[src/rtl/mem_port_arbiter_pkg.sv]
// mem_arb_pkg: FSM state encoding, requester port indices and timeout-counter sizing shared by the arbiter files
package mem_arb_pkg;
  typedef enum logic [1:0] {
    ST_IDLE   = 2'd0,
    ST_ACCESS = 2'd1,
    ST_DONE   = 2'd2
  } state_e;
  localparam logic PORT_CORE = 1'b0;
  localparam logic PORT_DMA  = 1'b1;
  function automatic int cnt_w(input int timeout);
    return (timeout < 1) ? 1 : $clog2(timeout + 1);
  endfunction
endpackage

[src/rtl/mem_port_arbiter_if.sv]
// mem_port_arbiter_if: core (c_*), DMA (d_*) and memory (mem_*) buses; slave = arbiter side, master = requesters/memory side
interface mem_port_arbiter_if #(
  parameter int AW = 32,
  parameter int DW = 32
);
  logic          c_req, c_we, c_ack, c_err;
  logic [AW-1:0] c_addr;
  logic [DW-1:0] c_wdata, c_rdata;
  logic          d_req, d_we, d_ack, d_err;
  logic [AW-1:0] d_addr;
  logic [DW-1:0] d_wdata, d_rdata;
  logic          mem_req, mem_we, mem_ready;
  logic [AW-1:0] mem_addr;
  logic [DW-1:0] mem_wdata, mem_rdata;
  modport slave (
    input  c_req, c_we, c_addr, c_wdata, d_req, d_we, d_addr, d_wdata, mem_rdata, mem_ready,
    output c_rdata, c_ack, c_err, d_rdata, d_ack, d_err, mem_req, mem_we, mem_addr, mem_wdata
  );
  modport master (
    output c_req, c_we, c_addr, c_wdata, d_req, d_we, d_addr, d_wdata, mem_rdata, mem_ready,
    input  c_rdata, c_ack, c_err, d_rdata, d_ack, d_err, mem_req, mem_we, mem_addr, mem_wdata
  );
endinterface

[src/rtl/mem_port_arbiter_rr_pick2.sv]
// rr_pick2: two-way picker (req0, req1, last, fixed -> grant, valid); a tie goes to port 0 when fixed, else to the port not granted last
module rr_pick2
  import mem_arb_pkg::*;
(
  input  logic req0,
  input  logic req1,
  input  logic last,
  input  logic fixed,
  output logic grant,
  output logic valid
);
  assign valid = req0 | req1;
  assign grant = (req0 && req1) ? (fixed ? PORT_CORE : ~last) : req1;
endmodule

[src/rtl/mem_port_arbiter.sv]
// mem_port_arbiter: shares one memory port (bus.mem_*) between core (bus.c_*) and DMA (bus.d_*); clk, async active-low rst, busy/owner status out
module mem_port_arbiter
  import mem_arb_pkg::*;
#(
  parameter int AW         = 32,
  parameter int DW         = 32,
  parameter int TIMEOUT    = 255,
  parameter int FIXED_PRIO = 0
) (
  input  logic                clk,
  input  logic                rst,
  mem_port_arbiter_if.slave   bus,
  output logic                busy,
  output logic                owner
);
  localparam int CW = cnt_w(TIMEOUT);
  localparam logic [CW-1:0] CNT_LAST = CW'(TIMEOUT - 1);
  state_e        state_q, state_d;
  logic          owner_q, owner_d, last_q, last_d, we_q, we_d, mem_req_q, mem_req_d;
  logic          c_ack_q, c_ack_d, c_err_q, c_err_d, d_ack_q, d_ack_d, d_err_q, d_err_d;
  logic [AW-1:0] addr_q, addr_d;
  logic [DW-1:0] wdata_q, wdata_d, c_rdata_q, c_rdata_d, d_rdata_q, d_rdata_d;
  logic [CW-1:0] cnt_q, cnt_d;
  logic          grant, valid, timeout, finish;
  logic [DW-1:0] fin_rdata;
  rr_pick2 u_pick (
    .req0  (bus.c_req),
    .req1  (bus.d_req),
    .last  (last_q),
    .fixed (FIXED_PRIO != 0),
    .grant (grant),
    .valid (valid)
  );
  assign timeout   = (TIMEOUT != 0) && (cnt_q == CNT_LAST) && !bus.mem_ready;
  assign finish    = bus.mem_ready || timeout;
  assign fin_rdata = bus.mem_ready ? bus.mem_rdata : '0;
  always_comb begin
    state_d   = state_q;
    owner_d   = owner_q;
    last_d    = last_q;
    we_d      = we_q;
    addr_d    = addr_q;
    wdata_d   = wdata_q;
    cnt_d     = cnt_q;
    mem_req_d = mem_req_q;
    c_rdata_d = c_rdata_q;
    d_rdata_d = d_rdata_q;
    c_ack_d   = 1'b0;
    c_err_d   = 1'b0;
    d_ack_d   = 1'b0;
    d_err_d   = 1'b0;
    case (state_q)
      ST_IDLE: if (valid) begin
        state_d   = ST_ACCESS;
        owner_d   = grant;
        we_d      = grant ? bus.d_we : bus.c_we;
        addr_d    = grant ? bus.d_addr : bus.c_addr;
        wdata_d   = grant ? bus.d_wdata : bus.c_wdata;
        cnt_d     = '0;
        mem_req_d = 1'b1;
      end
      ST_ACCESS: if (finish) begin
        state_d   = ST_DONE;
        mem_req_d = 1'b0;
        c_ack_d   = owner_q == PORT_CORE;
        d_ack_d   = owner_q == PORT_DMA;
        c_err_d   = (owner_q == PORT_CORE) && timeout;
        d_err_d   = (owner_q == PORT_DMA) && timeout;
        c_rdata_d = (owner_q == PORT_CORE) ? fin_rdata : c_rdata_q;
        d_rdata_d = (owner_q == PORT_DMA) ? fin_rdata : d_rdata_q;
      end else begin
        cnt_d = (&cnt_q) ? cnt_q : cnt_q + CW'(1);
      end
      ST_DONE: begin
        state_d = ST_IDLE;
        last_d  = owner_q;
      end
      default: state_d = ST_IDLE;
    endcase
  end
  always_ff @(posedge clk or negedge rst) begin
    if (!rst) begin
      state_q   <= ST_IDLE;
      owner_q   <= PORT_CORE;
      last_q    <= PORT_DMA;
      we_q      <= 1'b0;
      addr_q    <= '0;
      wdata_q   <= '0;
      cnt_q     <= '0;
      mem_req_q <= 1'b0;
      c_rdata_q <= '0;
      d_rdata_q <= '0;
      c_ack_q   <= 1'b0;
      c_err_q   <= 1'b0;
      d_ack_q   <= 1'b0;
      d_err_q   <= 1'b0;
    end else begin
      state_q   <= state_d;
      owner_q   <= owner_d;
      last_q    <= last_d;
      we_q      <= we_d;
      addr_q    <= addr_d;
      wdata_q   <= wdata_d;
      cnt_q     <= cnt_d;
      mem_req_q <= mem_req_d;
      c_rdata_q <= c_rdata_d;
      d_rdata_q <= d_rdata_d;
      c_ack_q   <= c_ack_d;
      c_err_q   <= c_err_d;
      d_ack_q   <= d_ack_d;
      d_err_q   <= d_err_d;
    end
  end
  assign bus.mem_req   = mem_req_q;
  assign bus.mem_we    = we_q;
  assign bus.mem_addr  = addr_q;
  assign bus.mem_wdata = wdata_q;
  assign bus.c_rdata   = c_rdata_q;
  assign bus.c_ack     = c_ack_q;
  assign bus.c_err     = c_err_q;
  assign bus.d_rdata   = d_rdata_q;
  assign bus.d_ack     = d_ack_q;
  assign bus.d_err     = d_err_q;
  assign busy          = state_q != ST_IDLE;
  assign owner         = owner_q;
endmodule
[src/flat_wrapper.sv]
// flat-port wrapper written by rule: the top's interface ports become plain ports
module mem_port_arbiter_flat import mem_arb_pkg::*;
#(
  parameter int AW         = 32,
  parameter int DW         = 32,
  parameter int TIMEOUT    = 255,
  parameter int FIXED_PRIO = 0
)
  (clk, rst, busy, owner, bus_c_req, bus_c_we, bus_c_addr, bus_c_wdata, bus_d_req, bus_d_we, bus_d_addr, bus_d_wdata, bus_mem_rdata, bus_mem_ready, bus_c_rdata, bus_c_ack, bus_c_err, bus_d_rdata, bus_d_ack, bus_d_err, bus_mem_req, bus_mem_we, bus_mem_addr, bus_mem_wdata);
  mem_port_arbiter_if #(.AW(AW), .DW(DW)) bus_i ();
  input  logic clk;
  input  logic rst;
  output logic busy;
  output logic owner;
  input wire logic [$bits(bus_i.c_req)-1:0] bus_c_req;
  input wire logic [$bits(bus_i.c_we)-1:0] bus_c_we;
  input wire logic [$bits(bus_i.c_addr)-1:0] bus_c_addr;
  input wire logic [$bits(bus_i.c_wdata)-1:0] bus_c_wdata;
  input wire logic [$bits(bus_i.d_req)-1:0] bus_d_req;
  input wire logic [$bits(bus_i.d_we)-1:0] bus_d_we;
  input wire logic [$bits(bus_i.d_addr)-1:0] bus_d_addr;
  input wire logic [$bits(bus_i.d_wdata)-1:0] bus_d_wdata;
  input wire logic [$bits(bus_i.mem_rdata)-1:0] bus_mem_rdata;
  input wire logic [$bits(bus_i.mem_ready)-1:0] bus_mem_ready;
  output wire logic [$bits(bus_i.c_rdata)-1:0] bus_c_rdata;
  output wire logic [$bits(bus_i.c_ack)-1:0] bus_c_ack;
  output wire logic [$bits(bus_i.c_err)-1:0] bus_c_err;
  output wire logic [$bits(bus_i.d_rdata)-1:0] bus_d_rdata;
  output wire logic [$bits(bus_i.d_ack)-1:0] bus_d_ack;
  output wire logic [$bits(bus_i.d_err)-1:0] bus_d_err;
  output wire logic [$bits(bus_i.mem_req)-1:0] bus_mem_req;
  output wire logic [$bits(bus_i.mem_we)-1:0] bus_mem_we;
  output wire logic [$bits(bus_i.mem_addr)-1:0] bus_mem_addr;
  output wire logic [$bits(bus_i.mem_wdata)-1:0] bus_mem_wdata;
  assign bus_i.c_req = bus_c_req;
  assign bus_i.c_we = bus_c_we;
  assign bus_i.c_addr = bus_c_addr;
  assign bus_i.c_wdata = bus_c_wdata;
  assign bus_i.d_req = bus_d_req;
  assign bus_i.d_we = bus_d_we;
  assign bus_i.d_addr = bus_d_addr;
  assign bus_i.d_wdata = bus_d_wdata;
  assign bus_i.mem_rdata = bus_mem_rdata;
  assign bus_i.mem_ready = bus_mem_ready;
  assign bus_c_rdata = bus_i.c_rdata;
  assign bus_c_ack = bus_i.c_ack;
  assign bus_c_err = bus_i.c_err;
  assign bus_d_rdata = bus_i.d_rdata;
  assign bus_d_ack = bus_i.d_ack;
  assign bus_d_err = bus_i.d_err;
  assign bus_mem_req = bus_i.mem_req;
  assign bus_mem_we = bus_i.mem_we;
  assign bus_mem_addr = bus_i.mem_addr;
  assign bus_mem_wdata = bus_i.mem_wdata;
  mem_port_arbiter #(.AW(AW), .DW(DW), .TIMEOUT(TIMEOUT), .FIXED_PRIO(FIXED_PRIO)) u_core (.clk(clk), .rst(rst), .bus(bus_i), .busy(busy), .owner(owner));
endmodule
[config.mk]
export PLATFORM = sky130hd
export DESIGN_NAME = mem_port_arbiter_flat
export DESIGN_NICKNAME = d
export VERILOG_FILES = /design/src/rtl/mem_port_arbiter_pkg.sv /design/src/rtl/mem_port_arbiter_if.sv /design/src/rtl/mem_port_arbiter_rr_pick2.sv /design/src/rtl/mem_port_arbiter.sv /design/src/flat_wrapper.sv
export SDC_FILE = /design/constraint.sdc
export NUM_CORES = 1
export LEC_CHECK = 0
export ABC_CLOCK_PERIOD_IN_PS = 2150
export BUFFER_PORTS_ARGS = -buffer_cell sky130_fd_sc_hd__buf_4
export CORE_MARGIN = 8
export CORE_UTILIZATION = 33
export CTS_BUF_LIST = sky130_fd_sc_hd__clkbuf_8
export DETAILED_ROUTE_END_ITERATION = 16
export PLACE_DENSITY = 0.67
export SYNTH_ARGS = -nofsm -noshare
export SYNTH_HDL_FRONTEND = slang
export SYNTH_SLANG_ARGS = --single-unit
[constraint.sdc]
create_clock -name clk -period 2.15 [get_ports clk]
set_input_delay 0.43 -clock clk [delete_from_list [all_inputs] [get_ports clk]]
set_output_delay 0.43 -clock clk [all_outputs]
set_load 0.01 [all_outputs]
**Word-level counts from Yosys, hierarchy flattened**

Index checks and enable logic that the tools add are counted.

- Register bits: 146
- Bits in latches: 0
- Memory bits (writable): 0
- ROM bits: 0
- Input port bits: 167
- Output and inout port bits: 136
- Word-level logic and storage cells: 64
- Memories: 0

- Add/sub/neg operators: 1
- $mul: 0
- Div/mod/pow operators: 0
- $lt $le $gt $ge: 0
- Equal/unequal tests: 7
- Shift operators: 0
- Mux-type cells: 23
- Bitwise logic cells: 3
- Reduce and logical (&&, ||, !) cells: 16

Operators by type and width:

| operator | count |
|---|---|
| $mux 32 | 3 |
| $mux 8 | 3 |
| $pmux 8 s2 | 1 |
| $mux 1 | 12 |
| $reduce_and 3->1 | 3 |
| $add 8x1->8 const B | 1 |
| $eq 8x8->1 const B | 1 |
| $reduce_and 8->1 | 1 |
| $ne 2x2->1 const B | 3 |
| $logic_and 1x1->1 | 4 |
| $mux 2 | 2 |
| $pmux 2 s2 | 1 |
| $reduce_and 2->1 | 2 |
| $reduce_and 4->1 | 1 |
| $reduce_bool 2->1 | 2 |
| $eq 2x1->1 const B | 1 |
| $eq 2x2->1 const B | 1 |
| $logic_not 2->1 | 1 |
| $ne 2x1->1 const B | 1 |
| $not 1->1 | 2 |
| $pmux 1 s2 | 1 |
| $logic_not 1->1 | 1 |
| $logic_or 1x1->1 | 1 |
| $or 1x1->1 | 1 |

**Logic depth before layout (Yosys ltp)**

Gate-level depths: netlist (run 1).

- Word-level depth: 5
- Depth in mapped cells: 7
- Mapped depth without buffers: 6

**Modules after synthesis**

From an unflattened synthesis (run 1), not the netlist that was laid out.

- Cell total of the unflattened synthesis: 590
- Area total of the unflattened synthesis: 6288.5 µm²

By module, submodules not included:

| module | instances | cells an instance | area an instance (µm²) | sequential area each (µm²) |
|---|---|---|---|---|
| mem_port_arbiter | 1 | 587 | 6271.0 | 3654.8 |
| rr_pick2 | 1 | 3 | 17.5 | 0.0 |

**Worst setup path after synthesis (run 1)**

Ideal clock, no wire load.

- Path kind: register -> register
- From: register u_core.state_q[1]
- To: register u_core.addr_q[24] (netlist: u_core.bus.mem_addr[24])
- Setup time: 0.132 ns
- Data arrival time: 1.417 ns
- Required time: 2.018 ns
- Setup slack: 0.601 ns
- Stages on the path, launching flop included: 8
- Buffers on the path: 3
- Period minus slack after synthesis: 1.549 ns
- Path through: dfrtp_1 -> or2_1 -> or2_1 -> buf_2 -> buf_6 -> buf_6 -> nand2_1 -> o21ai_1

- Word-level cells in the longest chain between the ends: 2

RTL lines:

| item | line | RTL |
|---|---|---|
| from (decl) | mem_port_arbiter.sv:18 | `state_e state_q, state_d;` |
| from (signal assigned) | mem_port_arbiter.sv:98 | `state_q <= state_d;` |
| $logic_not 2->1 | mem_port_arbiter.sv:52 | `case (state_q)` |
| $reduce_and 2->1 (no source line) | -- |  |
| to (signal assigned) | mem_port_arbiter.sv:102 | `addr_q <= addr_d;` |
| to (decl) | mem_port_arbiter.sv:21 | `logic [AW-1:0] addr_q, addr_d;` |

Every way passes these cells.
A chain may end at the register's enable or synchronous reset.

**Worst setup path in the final report (run 1)**

- From: register u_core.owner_q (netlist: u_core.owner)
- To: output owner

RTL lines:

| item | line | RTL |
|---|---|---|
| from (decl) | mem_port_arbiter.sv:19 | `logic owner_q, owner_d, last_q, last_d, we_q, we_d, mem_req_q, mem_req_d;` |
| from (signal assigned) | mem_port_arbiter.sv:99 | `owner_q <= owner_d;` |
| to (decl) | flat_wrapper.sv:14 | `output logic owner;` |

No word-level cell between the ends.

==> impl_results.md, run 1 <==
* Register area at 0.003655 mm^2
* Slew @ Worst Pin at 513.3 ps
* Hold_sp: bus_mem_rdata[7]
* Largest net degree at the start of global routing at 53
* # DRC at 0
* Number of setup buffers added after CTS at 0
* Clk root buf: clkbuf_8
* Fraction of layout cells with a size suffix above 1 at 0.4310
* Delay-heaviest family, CP: buffers and inverters
* Syn-to-layout area delta at 47.57%
* Worst skew pair latency at 430 ps
* CP max stage cell: buf_4
* I/O pin count at 303
* Worst-path fanout max at 35
* Setup tns final at 0 ps
* Outcome: finished clean
* Skew final at 12.82 ps
* HPWL Detailed at 14370 um
* Max_slew headroom at 0.6557
* #FFs+latches synth at 146
* Placed cells at 1036
* Worst Setup Slack post-DPL at 436.3 ps
* Yosys warning count at 0
* Reg2reg end: u_core.bus.d_rdata[30]
* Startpoint Class: flip-flop
* Max-cap violation count at 0
* Initial antenna violation count at 0
* Seq/Total Area, Yosys at 0.5856
* Slew Limit Fails at 0
* Drt first pass iters at 4
* Crit Reg-Reg Startpoint: u_core.state_q[0]
* Synthesized net count at 693
* Worst r2r path cells at 5
* Post-CTS Resized at 0
* Reg clk slew, reported paths at 80 ps
* TritonCTS clock tree: built
* Worst endpoint data arrival time at 1380 ps
* Synth Area per Inst at 11.91 um^2
* Hold Path End: u_core.bus.d_rdata[7]
* Cell area power density at 1358 mW/mm^2
* Netlist cell types at 36
* Final period utilization at 0.8442
* Vias at 5164
* Die X at 153.5 um
* CTS sink cnt at 146
* Die ar. at 0.02357 mm^2
* Wirelength per Cell at 17.61 um
* Final Critical Period at 1815 ps
* ANT cells at 0
* Die Y at 153.5 um
* CP max stage delay at 390 ps
* First-pass GRT wire length at 29850 um
* Initial DRC Count at 206
* H-tree lvl count at 4
* Gate Count Post-Synth at 524
* Row count at 50
* Final setup violation count at 0
* Post-route insts no fill at 1067
* Final GP Congestion at 0.7560
* Total grt overflow at 0
* RSZ-0062 raised after global routing: false
* Peak VDD IR at 537.4 uV
* Placeable Area at 0.01864 mm^2
* Asr flop ratio synth at 1.000
* Netlist Area Pre-Place at 0.006241 mm^2
* Via count of the first global-routing pass at 5529
* Leak Pwr at 0.004551 uW
* Worst path bufs/invs at 2
* Required time of the critical path at 1720 ps
* Final WS setup at 335.0 ps
* Crit-path cells: buf_4 -> buf_4
* Multi-input gate area at 0.002306 mm^2
* WS Path Type: reg -> out
* CTS Buf Count at 17
* GRT Resource Usage Total at 0.1565
* DR vias/cell at 4.840
* Buffers on Ports at 302
* Hold depth at 2
* Antenna Nets Post-Route at 0
* Fin nets at 991
* Worst path most repeated cell: buf_4
* WL final at 18790 um
* Most common flop cell mapped by yosys: dfrtp_1
* Fmax at 551.0 MHz
* Clock Path Buffers at 2
* Crit path capture type: output pin
* Final hold viol count at 0
* Fill cell count at 1749
* EDFF count, synth at 0
* HP Class: in -> reg
* Starting Density at 0.3348
* Reg2reg setup slack at 460 ps
cell usage in the layout, fill, tap and decap left out, drive strengths merged, types with 2 or more instances in the layout:
| master | count |
|---|---|
| clkbuf | 17 |
| ha | 2 |
| a41oi | 2 |
| nand2 | 84 |
| inv | 7 |
| o2bb2ai | 24 |
| o211ai | 2 |
| and3 | 3 |
| bufinv | 3 |
| a32o | 40 |
| a21oi | 4 |
| or2 | 2 |
| nand3 | 6 |
| a31oi | 6 |
| clkinv | 6 |
| buf | 320 |
| nor2 | 8 |
| dfrtp | 145 |
| nand2b | 2 |
| mux2i | 65 |
| o31ai | 2 |
| clkinvlp | 2 |
| o21ai | 72 |
through the flow:
stage	power [uW]	util	cell area, um^2	hold slack (ps)
2_1_floorplan	7521	-	6241	134.4
3_3_place_gp	10370	0.4722	8803	390.0
3_5_place_dp	10500	0.4722	8803	386.4
4_1_cts	12720	0.4940	9210	213.7
5_1_grt	13370	0.4940	9210	213.2
6_report	12500	0.4940	9210	255.3
worst register-to-register path, delay by kind of cell, from the launching register on:
| kind | cells | cell delay, ps |
|---|---|---|
| and+or+nand+nor | 3 | 830 |
| DFF | 1 | 380 |
| buffers and inverters | 1 | 250 |
| AOI/OAI and AO/OA | 1 | 150 |
cells by family (layout without fill, tap and decap cells):
logic type                 Yosys count  in the layout  share of synthesized area
buffers and inverters               47            356                    0.04711
muxes                               65             65                     0.1042
AOI/OAI and AO/OA                  155            155                     0.1828
DFF                                146            146                     0.5856
and+or+nand+nor                    109            109                    0.07619
adders and majority gates            2              2                   0.004009
registers in the layout, indices dropped and copies added, names as in the netlist:
| register | count |
|---|---|
| u_core.last_q | 1 |
| u_core.owner | 1 |
| u_core.bus.mem_req | 1 |
| u_core.state_q | 2 |
| u_core.bus.d_err | 1 |
| u_core.cnt_q | 8 |
| u_core.bus.d_ack | 1 |
| u_core.bus.mem_we | 1 |
| u_core.bus.c_ack | 1 |
| u_core.bus.c_rdata | 32 |
| u_core.bus.c_err | 1 |
| u_core.bus.mem_addr | 32 |
| u_core.bus.mem_wdata | 32 |
| u_core.bus.d_rdata | 32 |
cell usage after synthesis, types with 2 or more instances:
cell	n	area [um^2]
nor2_1	7	26.28
buf_6	11	123.9
o211ai_4	2	42.54
o2bb2ai_1	24	210.2
dfrtp_1	145	3628
a31oi_1	6	37.54
buf_4	4	30.03
buf_2	15	75.07
nand3_1	6	30.03
o21ai_1	59	295.3
a41oi_1	2	17.52
a32o_1	40	400.4
ha_1	2	25.02
nand2_1	83	311.6
clkbuf_1	11	41.29
and3_1	3	18.77
o21ai_0	13	65.06
or2_1	2	12.51
a21oi_1	4	20.02
nand2b_1	2	12.51
inv_1	4	15.01
mux2i_1	65	650.6
final cells by class:
class | instances | share of cell area
clock buffer | 17 | 0.02540
clock inverter | 13 | 0.01766
inverter | 5 | 0.002038
multi-input combinational | 331 | 0.2504
sequential | 146 | 0.3968
tap | 234 | 0.03179
timing repair buffer | 321 | 0.2759
timing repair:
item,CTS,global route
endpoints found under the hold margin,38,0
endpoints found under the setup margin,0,0
hold buffers,1,0
worst max-delay path by stage:
stage | from | endpoint | depth (start not counted)
CTS | u_core.owner | owner | 2
floorplan | u_core.state_q[1] | u_core.bus.mem_addr[24] | 7
detailed placement | bus_d_req | u_core.bus.mem_wdata[30] | 6
finish | u_core.owner | owner | 2
global placement | bus_d_req | u_core.bus.mem_wdata[23] | 5
global route | u_core.owner | owner | 2
power breakdown:
part	internal, uW	switching [uW]	leakage [uW]
combinational	2810	2800	0.00253
sequential	3980	725	0.00183
clock	1140	1050	0.000199
total	7930	4570	0.00455
per-layer routing:
metal,up-vias,track usage,share of wire
met1,2425,0.1874,0.42
met3,8,0.06951,0.098
li1,2508,-,-
met4,0,0.03593,0.0074
met5,-,0,0
met2,223,0.2547,0.48
Power figures use the tool's default switching activity.
==> run 2: changes to the inputs <==
Settings changed: ABC_CLOCK_PERIOD_IN_PS 2150 to 1600, PLACE_DENSITY 0.67 to 0.69.
Clock period 2.15 ns to 1.6 ns, I/O delays scaled along.
==> impl_results.md, run 2 (synthesis gave the netlist of run 1 again) <==
* Outcome: complete, but fails checks
* Violated checks: negative setup slack
* H-tree lvl count at 4
* Initial DRC Count at 186
* Logic pwr share at 0.484
* HPWL Detailed at 15480 um
* Final GP Congestion at 0.7703
* Max-cap violation count at 0
* CTS sink cnt at 146
* CP max stage cell: dfrtp_1
* ANT cells at 0
* Clock power share at 0.164
* CP max stage delay at 380 ps
* Die Y at 153.5 um
* Crit Reg-Reg Startpoint: u_core.cnt_q[0]
* Final Critical Period at 1619 ps
* Skew final at 9.920 ps
* RSZ-0062 raised after global routing: true
* Starting Density at 0.3348
* Most frequent cells in the layout: 332 x buf_4, 145 x dfrtp_1, 83 x nand2_1
* Slew Limit Fails at 0
* Required time of the critical path at 1280 ps
* Switching share of power at 0.3745
* Hold_sp: bus_mem_rdata[6]
* Clock Path Buffers at 2
* CP startpoint: u_core.state_q[0]
* Die ar. at 0.02357 mm^2
* Worst endpoint data arrival time at 1300 ps
* Syn-to-layout area delta at 57.40%
* Worst-path fanout max at 2
* Peak VDD IR at 730.0 uV
* I/O pin count at 303
* Final period utilization at 1.012
* Slew @ Worst Pin at 425.5 ps
* TritonCTS clock tree: built
* Final instance area at 0.009823 mm^2
* Drt first pass iters at 4
* First-pass GRT wire length at 31590 um
* Buffers on Ports at 302
* CTS Buf Count at 17
* Final hold viol count at 0
* # DRC at 0
* Vias at 5557
* WL final at 21400 um
* P_int at 11310 uW
* Fmax at 617.9 MHz
* GRT Resource Usage Total at 0.1674
* Initial antenna violation count at 0
* Worst path most repeated cell: buf_6
* Placeable Area at 0.01864 mm^2
* Worst skew pair latency at 440 ps
* Cell area power density at 1841 mW/mm^2
* WS Path Type: reg -> out
* Worst Setup Slack post-DPL at 43.08 ps
* Crit-path cells: or2_1 -> buf_6 -> buf_6
* Total grt overflow at 0
* Row count at 50
* Reg power frac at 0.352
* Via count of the first global-routing pass at 5761
* Fin nets at 1031
* Antenna Nets Post-Route at 0
* Reg clk slew, reported paths at 90 ps
* Final setup violation count at 5
* Final WS setup at -18.51 ps
* Commonest non-fill, non-tap cell in the layout: buf_4
* Die X at 153.5 um
* Psw at 6772 uW
* Post-DP Area at 0.008941 mm^2
* Max_slew headroom at 0.7149
* Fraction of layout cells with a size suffix above 1 at 0.4777
* Largest net degree at the start of global routing at 59
* Clk root buf: clkbuf_8
* DR vias/cell at 5.011
* Wirelength per Cell at 19.30 um
* Crit path capture type: output pin
* Startpoint Class: flip-flop
* Leak Pwr at 0.004836 uW
* Final Util at 0.5269
* Final Total Pwr at 18090 uW
* HP Class: in -> reg
[run 2: worst paths after layout]
kind	slack (ps)	to	cells after the start
setup reg to reg	-10	u_core.bus.d_rdata[0]	8
min in group asynchronous	310	u_core.bus.c_rdata[23]	2
hold / removal	130	u_core.bus.c_rdata[6]	2
hold reg to reg	490	u_core.bus.mem_wdata[18]	2
max in group asynchronous	670	u_core.last_q	3
setup / recovery	-20	busy	3
[run 2: critical path, delay by kind of cell (launching register included)]
kind / cells / cell delay (ps)
buf+inv: 2 / 240
flops: 1 / 380
simple gates: 1 / 250
[run 2: metrics by stage]
stage	TNS (ps)	hold WS [ps]	instances
after floorplan	0	24.41	524
after global placement	0	207.0	1056
after detailed placement	0	209.5	1056
after CTS	-53.71	95.45	1092
after global routing	-2281	95.01	1109
final	-36.62	131.3	1109
[run 2: layout make-up]
cell class	count	area (um^2)
flip-flops and latches	146	3655
clock buffers	18	247.7
clock inverters	14	153.9
repair buffers	361	3018
inverters	5	18.77
well taps	234	292.8
fillers	1664	8820
multi-input cells	331	2437
[run 2: power groups by stage]
stage               Combinational (uW)  Clock [uW]  Sequential, uW
finish                            8750        2970            6360
global placement                  7790           0            6330
floorplan                         3120           0            6990
detailed placement                7950           0            6380
global route                      9450        3250            6560
CTS                               8030        3070            6330
[run 2: layer usage]
layer	vias up	share of wire	GRT usage	routed length [um]
met5	-	0	0	0
met4	0	0.017	0.05273	371
met3	28	0.097	0.07007	2073
met2	275	0.48	0.2710	10350
met1	2657	0.40	0.1989	8610
li1	2597	-	-	-
[run 2: what timing repair did]
item,CTS,global route
hold buffers,1,0
pin swaps,1,11
cloned,0,8
setup endpoints to repair,2,60
gates resized for setup,4,33
endpoints found under the hold margin,22,0
buffers inserted,3,9
